### src/rtl/pos_sweep_capture.sv
// Steps a 4-input PoS block through all 16 vectors, samples r after SETTLE cycles per vector,
// and grades the captured truth table against EXPECTED (error count, first failing index, pass).
module pos_sweep_capture #(
  parameter int          SETTLE   = 1,
  parameter logic [15:0] EXPECTED = 16'h1894
) (
  input  logic        clk,
  input  logic        reset,
  input  logic        start,
  input  logic        abort,
  input  logic        r_in,
  output logic        a,
  output logic        b,
  output logic        c,
  output logic        d,
  output logic        busy,
  output logic        done,
  output logic [15:0] tt,
  output logic        pass,
  output logic [4:0]  err_count,
  output logic [3:0]  first_fail_idx,
  output logic        first_fail_valid
);

  typedef enum logic [1:0] {S_IDLE, S_WAIT, S_DONE} state_t;

  localparam logic [3:0] CNT_LAST = 4'(SETTLE - 1);

  state_t      state_q, state_d;
  logic [3:0]  idx_q, idx_d;
  logic [3:0]  cnt_q, cnt_d;
  logic [3:0]  vec_q, vec_d;
  logic        busy_q, busy_d;
  logic        done_q, done_d;
  logic [15:0] tt_q, tt_d;
  logic        pass_q, pass_d;
  logic [4:0]  err_q, err_d;
  logic [3:0]  ffi_q, ffi_d;
  logic        ffv_q, ffv_d;

  always_comb begin
    state_d = state_q;
    idx_d   = idx_q;
    cnt_d   = cnt_q;
    vec_d   = vec_q;
    busy_d  = busy_q;
    done_d  = 1'b0;
    tt_d    = tt_q;
    pass_d  = pass_q;
    err_d   = err_q;
    ffi_d   = ffi_q;
    ffv_d   = ffv_q;
    case (state_q)
      S_IDLE: begin
        if (start) begin
          state_d = S_WAIT;
          idx_d   = 4'd0;
          cnt_d   = 4'd0;
          vec_d   = 4'd0;
          busy_d  = 1'b1;
          tt_d    = 16'h0000;
          pass_d  = 1'b0;
          err_d   = 5'd0;
          ffi_d   = 4'd0;
          ffv_d   = 1'b0;
        end
      end
      S_WAIT: begin
        // abort wins over a sample landing on the same edge
        if (abort) begin
          state_d = S_IDLE;
          busy_d  = 1'b0;
          vec_d   = 4'd0;
        end else if (cnt_q == CNT_LAST) begin
          tt_d[idx_q] = r_in;
          if (r_in != EXPECTED[idx_q]) begin
            err_d = err_q + 5'd1;
            if (!ffv_q) begin
              ffi_d = idx_q;
              ffv_d = 1'b1;
            end
          end
          if (idx_q == 4'd15) begin
            state_d = S_DONE;
          end else begin
            idx_d = idx_q + 4'd1;
            vec_d = idx_q + 4'd1;
            cnt_d = 4'd0;
          end
        end else begin
          cnt_d = cnt_q + 4'd1;
        end
      end
      S_DONE: begin
        state_d = S_IDLE;
        done_d  = 1'b1;
        busy_d  = 1'b0;
        pass_d  = (err_q == 5'd0);
      end
      default: state_d = S_IDLE;
    endcase
  end

  always_ff @(posedge clk) begin
    if (reset) begin
      state_q <= S_IDLE;
      idx_q   <= 4'd0;
      cnt_q   <= 4'd0;
      vec_q   <= 4'd0;
      busy_q  <= 1'b0;
      done_q  <= 1'b0;
      tt_q    <= 16'h0000;
      pass_q  <= 1'b0;
      err_q   <= 5'd0;
      ffi_q   <= 4'd0;
      ffv_q   <= 1'b0;
    end else begin
      state_q <= state_d;
      idx_q   <= idx_d;
      cnt_q   <= cnt_d;
      vec_q   <= vec_d;
      busy_q  <= busy_d;
      done_q  <= done_d;
      tt_q    <= tt_d;
      pass_q  <= pass_d;
      err_q   <= err_d;
      ffi_q   <= ffi_d;
      ffv_q   <= ffv_d;
    end
  end

  assign {a, b, c, d}     = vec_q;
  assign busy             = busy_q;
  assign done             = done_q;
  assign tt               = tt_q;
  assign pass             = pass_q;
  assign err_count        = err_q;
  assign first_fail_idx   = ffi_q;
  assign first_fail_valid = ffv_q;

endmodule

### config.mk
export PLATFORM = sky130hd
export DESIGN_NAME = pos_sweep_capture
export DESIGN_NICKNAME = d
export VERILOG_FILES = /design/src/rtl/pos_sweep_capture.sv
export SDC_FILE = /design/constraint.sdc
export NUM_CORES = 1
export LEC_CHECK = 0
export CAP_MARGIN = 30
export CORE_MARGIN = 4
export CORE_UTILIZATION = 50
export CTS_BUF_LIST = sky130_fd_sc_hd__clkbuf_4 sky130_fd_sc_hd__clkbuf_8
export DETAILED_ROUTE_END_ITERATION = 8
export PLACE_DENSITY = 0.76
export SYNTH_ARGS = -nofsm -noshare
export SYNTH_HDL_FRONTEND = slang
export SYNTH_SLANG_ARGS = --single-unit
### constraint.sdc
create_clock -name clk -period 2.3 [get_ports clk]
set_clock_uncertainty 0.1 [all_clocks]
set_input_delay 0.23 -clock clk [delete_from_list [all_inputs] [get_ports clk]]
set_output_delay 0.23 -clock clk [all_outputs]
set_load 0.01 [all_outputs]
* Word-level counts from Yosys, hierarchy flattened *
Memories as Yosys holds them, arrays and structs flattened. A register that Yosys moved wholly into a read port is not among the register bits.
Cells that the tools add are included.

word-level totals
  register bits after elaboration = 43
  bits in latches = 0
  memory bits (writable) = 0
  memory bits (read-only) = 16
  input bits = 5
  output and inout port bits = 33
  logic and storage cells = 94
  memories = 1

memory list
  name             words  bits a word  rd ports  clocked after memory_dff  write ports  RTL line  RTL
  (no name shown)  16     1            1         1                         0            76        if (r_in != EXPECTED[idx_q]) begin

operators by class
  $add $sub $neg = 3
  multiply operators = 0
  divide/modulo/power cells = 0
  magnitude comparators = 2
  eq/ne operators = 15
  shift-type cells = 0
  multiplexer cells = 46
  bitwise gates (word level) = 0
  reductions and logical operators = 16

operators with widths
  cell                 number
  $mux 4               14
  $mux 16              3
  $pmux 16 s2          1
  $pmux 4 s2           4
  $mux 5               4
  $bwmux 16            1
  $ne 2x2->1 const B   7
  $ne 3x3->1 const B   4
  $reduce_and 4->1     3
  $pmux 5 s2           1
  $reduce_and 5->1     2
  $mux 1               9
  $add 4x1->4 const B  2
  $mux 2               4
  $reduce_and 3->1     2
  $reduce_and 6->1     1
  $add 5x1->5 const B  1
  $logic_not 5->1      1
  $lt 4x5->1 const B   1
  $demux 1 s4          1
  $eq 4x4->1 const B   1
  $ge 4x1->1 const B   1
  $logic_not 4->1      1
  $pmux 1 s2           2
  10 further kinds     11

* Longest topological paths before layout *
  depth after elaboration = 8
  gate-level depth with buffers = 12

* Worst setup path before layout *
OpenSTA, ideal clock, no wires.

  kind = reg2reg
  start point = register cnt_q[0]
  end point = register (tool-made name)
  library setup time = 0.122 ns
  data arrival time = 2.307 ns
  setup slack = -0.228 ns
  stages on the path, launching flop included = 12
  cells stage by stage = dfxtp_1 inv_1 ha_1 or3b_4 a2bb2oi_4 o2111ai_4 or3_1 a21oi_1 inv_1 ha_1 mux2i_1 mux2i_1

RTL lines
  element                 RTL line  RTL
  start, declared         31        logic [3:0] cnt_q, cnt_d;
  start signal, assigned  120       cnt_q <= cnt_d;

==> flow_metrics.tcl <==
set metrics [dict create \
    outcome "complete, but fails checks" \
    failed_checks "negative setup slack" \
    cts_hold_buf 0 \
    wirelength_um 6122 \
    worstSetupPathType "reg2reg" \
    io-pin-count 38 \
    vias 2272 \
    numPortBuffers 37 \
    synth_area_leader_cell "dfxtp_1" \
    async_flop_share_pct 0 \
    synth-seq-area-share_pct 37.77 \
    yosys.area_share.simple_pct 21.35 \
    fin_ws_ps -213.8 \
    p_per_area_mw_per_mm2 646.6 \
    initial_core_util_pct 52.48 \
    setup-tns-final_ps -213.8 \
    syn2layout_area_growth_pct 35.14 \
    syn_area_per_cell_um2 8.015 \
    placed_area_mm2 0.002957 \
    fp.dieW_um 76.30 \
    fin_nets 374 \
    dieArea_mm2 0.005821 \
    timing.hold.ws_ps 355.0 \
    post-place-ws_ps -181.3 \
    slew_headroom_pct 50.07 \
    hold_depth 2 \
    root_buffer "clkbuf_8" \
    drt_iter0_drc 168 \
    tightest_slew_ps 748.9 \
    ff2ff_path_depth 11 \
    min_to "first_fail_idx[1]" \
    ant_nets 0 \
    synthAdderAreaFrac_pct 9.120 \
    avgRoutedWirePerCell_um 15.12 \
    vias_per_cell 5.610 \
    clock_sinks 44 \
    first_pass_iters 4 \
    diodes 0 \
    cpPeakStageDelay_ps 400 \
    cp_slowest_cell "or3_4" \
    track_usage_pct 20.92 \
    finalWeightedCongestion 0.8891 \
    hpwl_um 4263 \
    drive_gt1_share_pct 18.70 \
    grt_setup_unrepaired "yes" \
    cts_buffers 5 \
    cp-start-kind "flip-flop" \
    yosys_warnings 0 \
    synth_cells 291 \
    ys_ff_latch 44 \
    rows 24 \
    dieHeight_um 76.30 \
    crit_fanout 2 \
    core_area_mm2 0.004444 \
    drv_slew 0 \
    ir_drop_uv 435.2 \
    cts.clk_slew.worst_paths_ps 90 \
    synth_mux_area_share_pct 3.058 \
    synth_compound_area_share_pct 21.08 \
    r2r_start "cnt_q[1]" \
    final.period_utilization_pct 109.3 \
    synth-edff-count 0 \
    grt_pass1_wl_um 10090 \
    synth_cell_types 38 \
    synth_xor_area_share_pct 2.629 \
    worstHoldStart "first_fail_idx[1]" \
    synth_top_family_by_area "simple AND/OR/NAND/NOR gates" \
    drv_cap 0 \
    h-tree-depth 2 \
    final_core_util_pct 70.92 \
    r2r_slack_ps -210 \
    fin_cells 405 \
    cts_buffer_depth 2 \
    synth_top_area_share_pct 37.77 \
    fin_area_mm2 0.003152 \
    p_leak_nw 1.192 \
    ys.flop_type "dfxtp_1" \
    finalHoldViolCount 0 \
    placedCellCount 395 \
    hp-class "reg2reg" \
    grt_pass1_vias 2125 \
    yosys-top-cells-area "dfxtp_1 38%, a21oi_1 10%, ha_1 9.1%" \
    cts_tree "done" \
    clkLatencyLatePin_ps 300 \
    setup_viol 1 \
    antenna_found_initial 0 \
    grt_max_degree 34 \
    synth_common_cells "48 x a21oi_1, 44 x dfxtp_1, 32 x nand2_1" \
    period_needed_ps 2514 \
    crit_chain "inv_2 > ha_4 > or3b_4 > a2bb2oi_4 > o2111ai_4 > or3_4 > a21oi_4 > inv_2 > ha_4 > mux2i_1 > mux2i_1" \
    power.total_mw 2.038 \
    arrival_ps 2610 \
    syn_nets 313 \
    grt-ovfl-total 0 \
    cp-end-kind "flip-flop" \
    drc 0 \
    synthesis.area_mm2 0.002332 \
    cp.required_ps 2390 \
    yosysMostFrequentCell "a21oi_1" \
    fmax_mhz 397.8 \
]
==> cell type report <==
cell class	count	area, um^2
multi-input cells	216	1410
inverters	13	48.80
well taps	52	65.06
flip-flops and latches	44	883.3
clock inverters	3	42.54
clock buffers	5	68.82
fillers	364	1292
repair buffers	72	633.1
==> layer usage <==
metal	up-vias	global-route usage (%)	wire, um
met5	-	0	0
met4	0	6.341	109
met3	14	4.610	306
met2	67	33.57	2896
met1	1072	28.05	2809
li1	1119	-	-
==> worst max path at each step <==
stage	endpoint	start	slack, ps	depth (start not counted)
4_1_cts	flip-flop	cnt_q[1]	-190	11
2_1_floorplan	flip-flop	cnt_q[0]	-190	11
6_report	flip-flop	cnt_q[1]	-210	11
5_1_grt	flip-flop	cnt_q[1]	-270	11
3_3_place_gp	flip-flop	cnt_q[1]	-110	11
3_5_place_dp	flip-flop	cnt_q[1]	-180	11
==> cells in the final DEF, fill, tap and decap left out, types with 4 or more instances in the layout <==
cell / instances
mux2i_1: 6
dfxtp_1: 42
xor2_1: 4
nor3_1: 14
nand4_1: 4
nor2b_1: 4
o21ai_0: 17
ha_1: 14
buf_4: 35
nand2b_1: 4
clkbuf_8: 5
nor2_1: 24
nand2_1: 32
inv_1: 9
nand3_1: 6
clkdlybuf4s50_1: 37
a21oi_1: 46
inv_2: 4
==> registers in the layout (all words and copies together), names as in the netlist, 2 cells and up, named ones only <==
register,count
cnt_q,4
err_count,5
first_fail_idx,4
idx_q,4
state_q,2
tt,16
vec_q,4
==> repair_timing <==
item,CTS,global route
endpoints found under the setup margin,1,22
buffers inserted,0,2
pin swaps,0,5
resized for setup,0,17
==> logic make-up (layout without fill, tap and decap cells) <==
| kind of cell | count (synthesis) | in the layout |
|---|---|---|
| buf+inv | 31 | 93 |
| compound gates | 82 | 82 |
| fa+ha+maj | 17 | 17 |
| xor+xnor | 7 | 7 |
| simple gates | 103 | 103 |
| mux | 7 | 7 |
| flops | 44 | 44 |
==> power by group <==
part           switching, mW  internal, mW
clock                  0.276         0.322
combinational          0.357         0.279
sequential            0.0179         0.787
total                  0.650          1.39
==> critical path, delay by kind of cell (launching register included) <==
family	cells	cell delay, ps
adders and majority gates	2	360
DFF	1	330
and+or+nand+nor	2	790
muxes	2	220
buffers and inverters	2	140
AOI/OAI and AO/OA	3	470
Power figures use the tool's default switching activity.
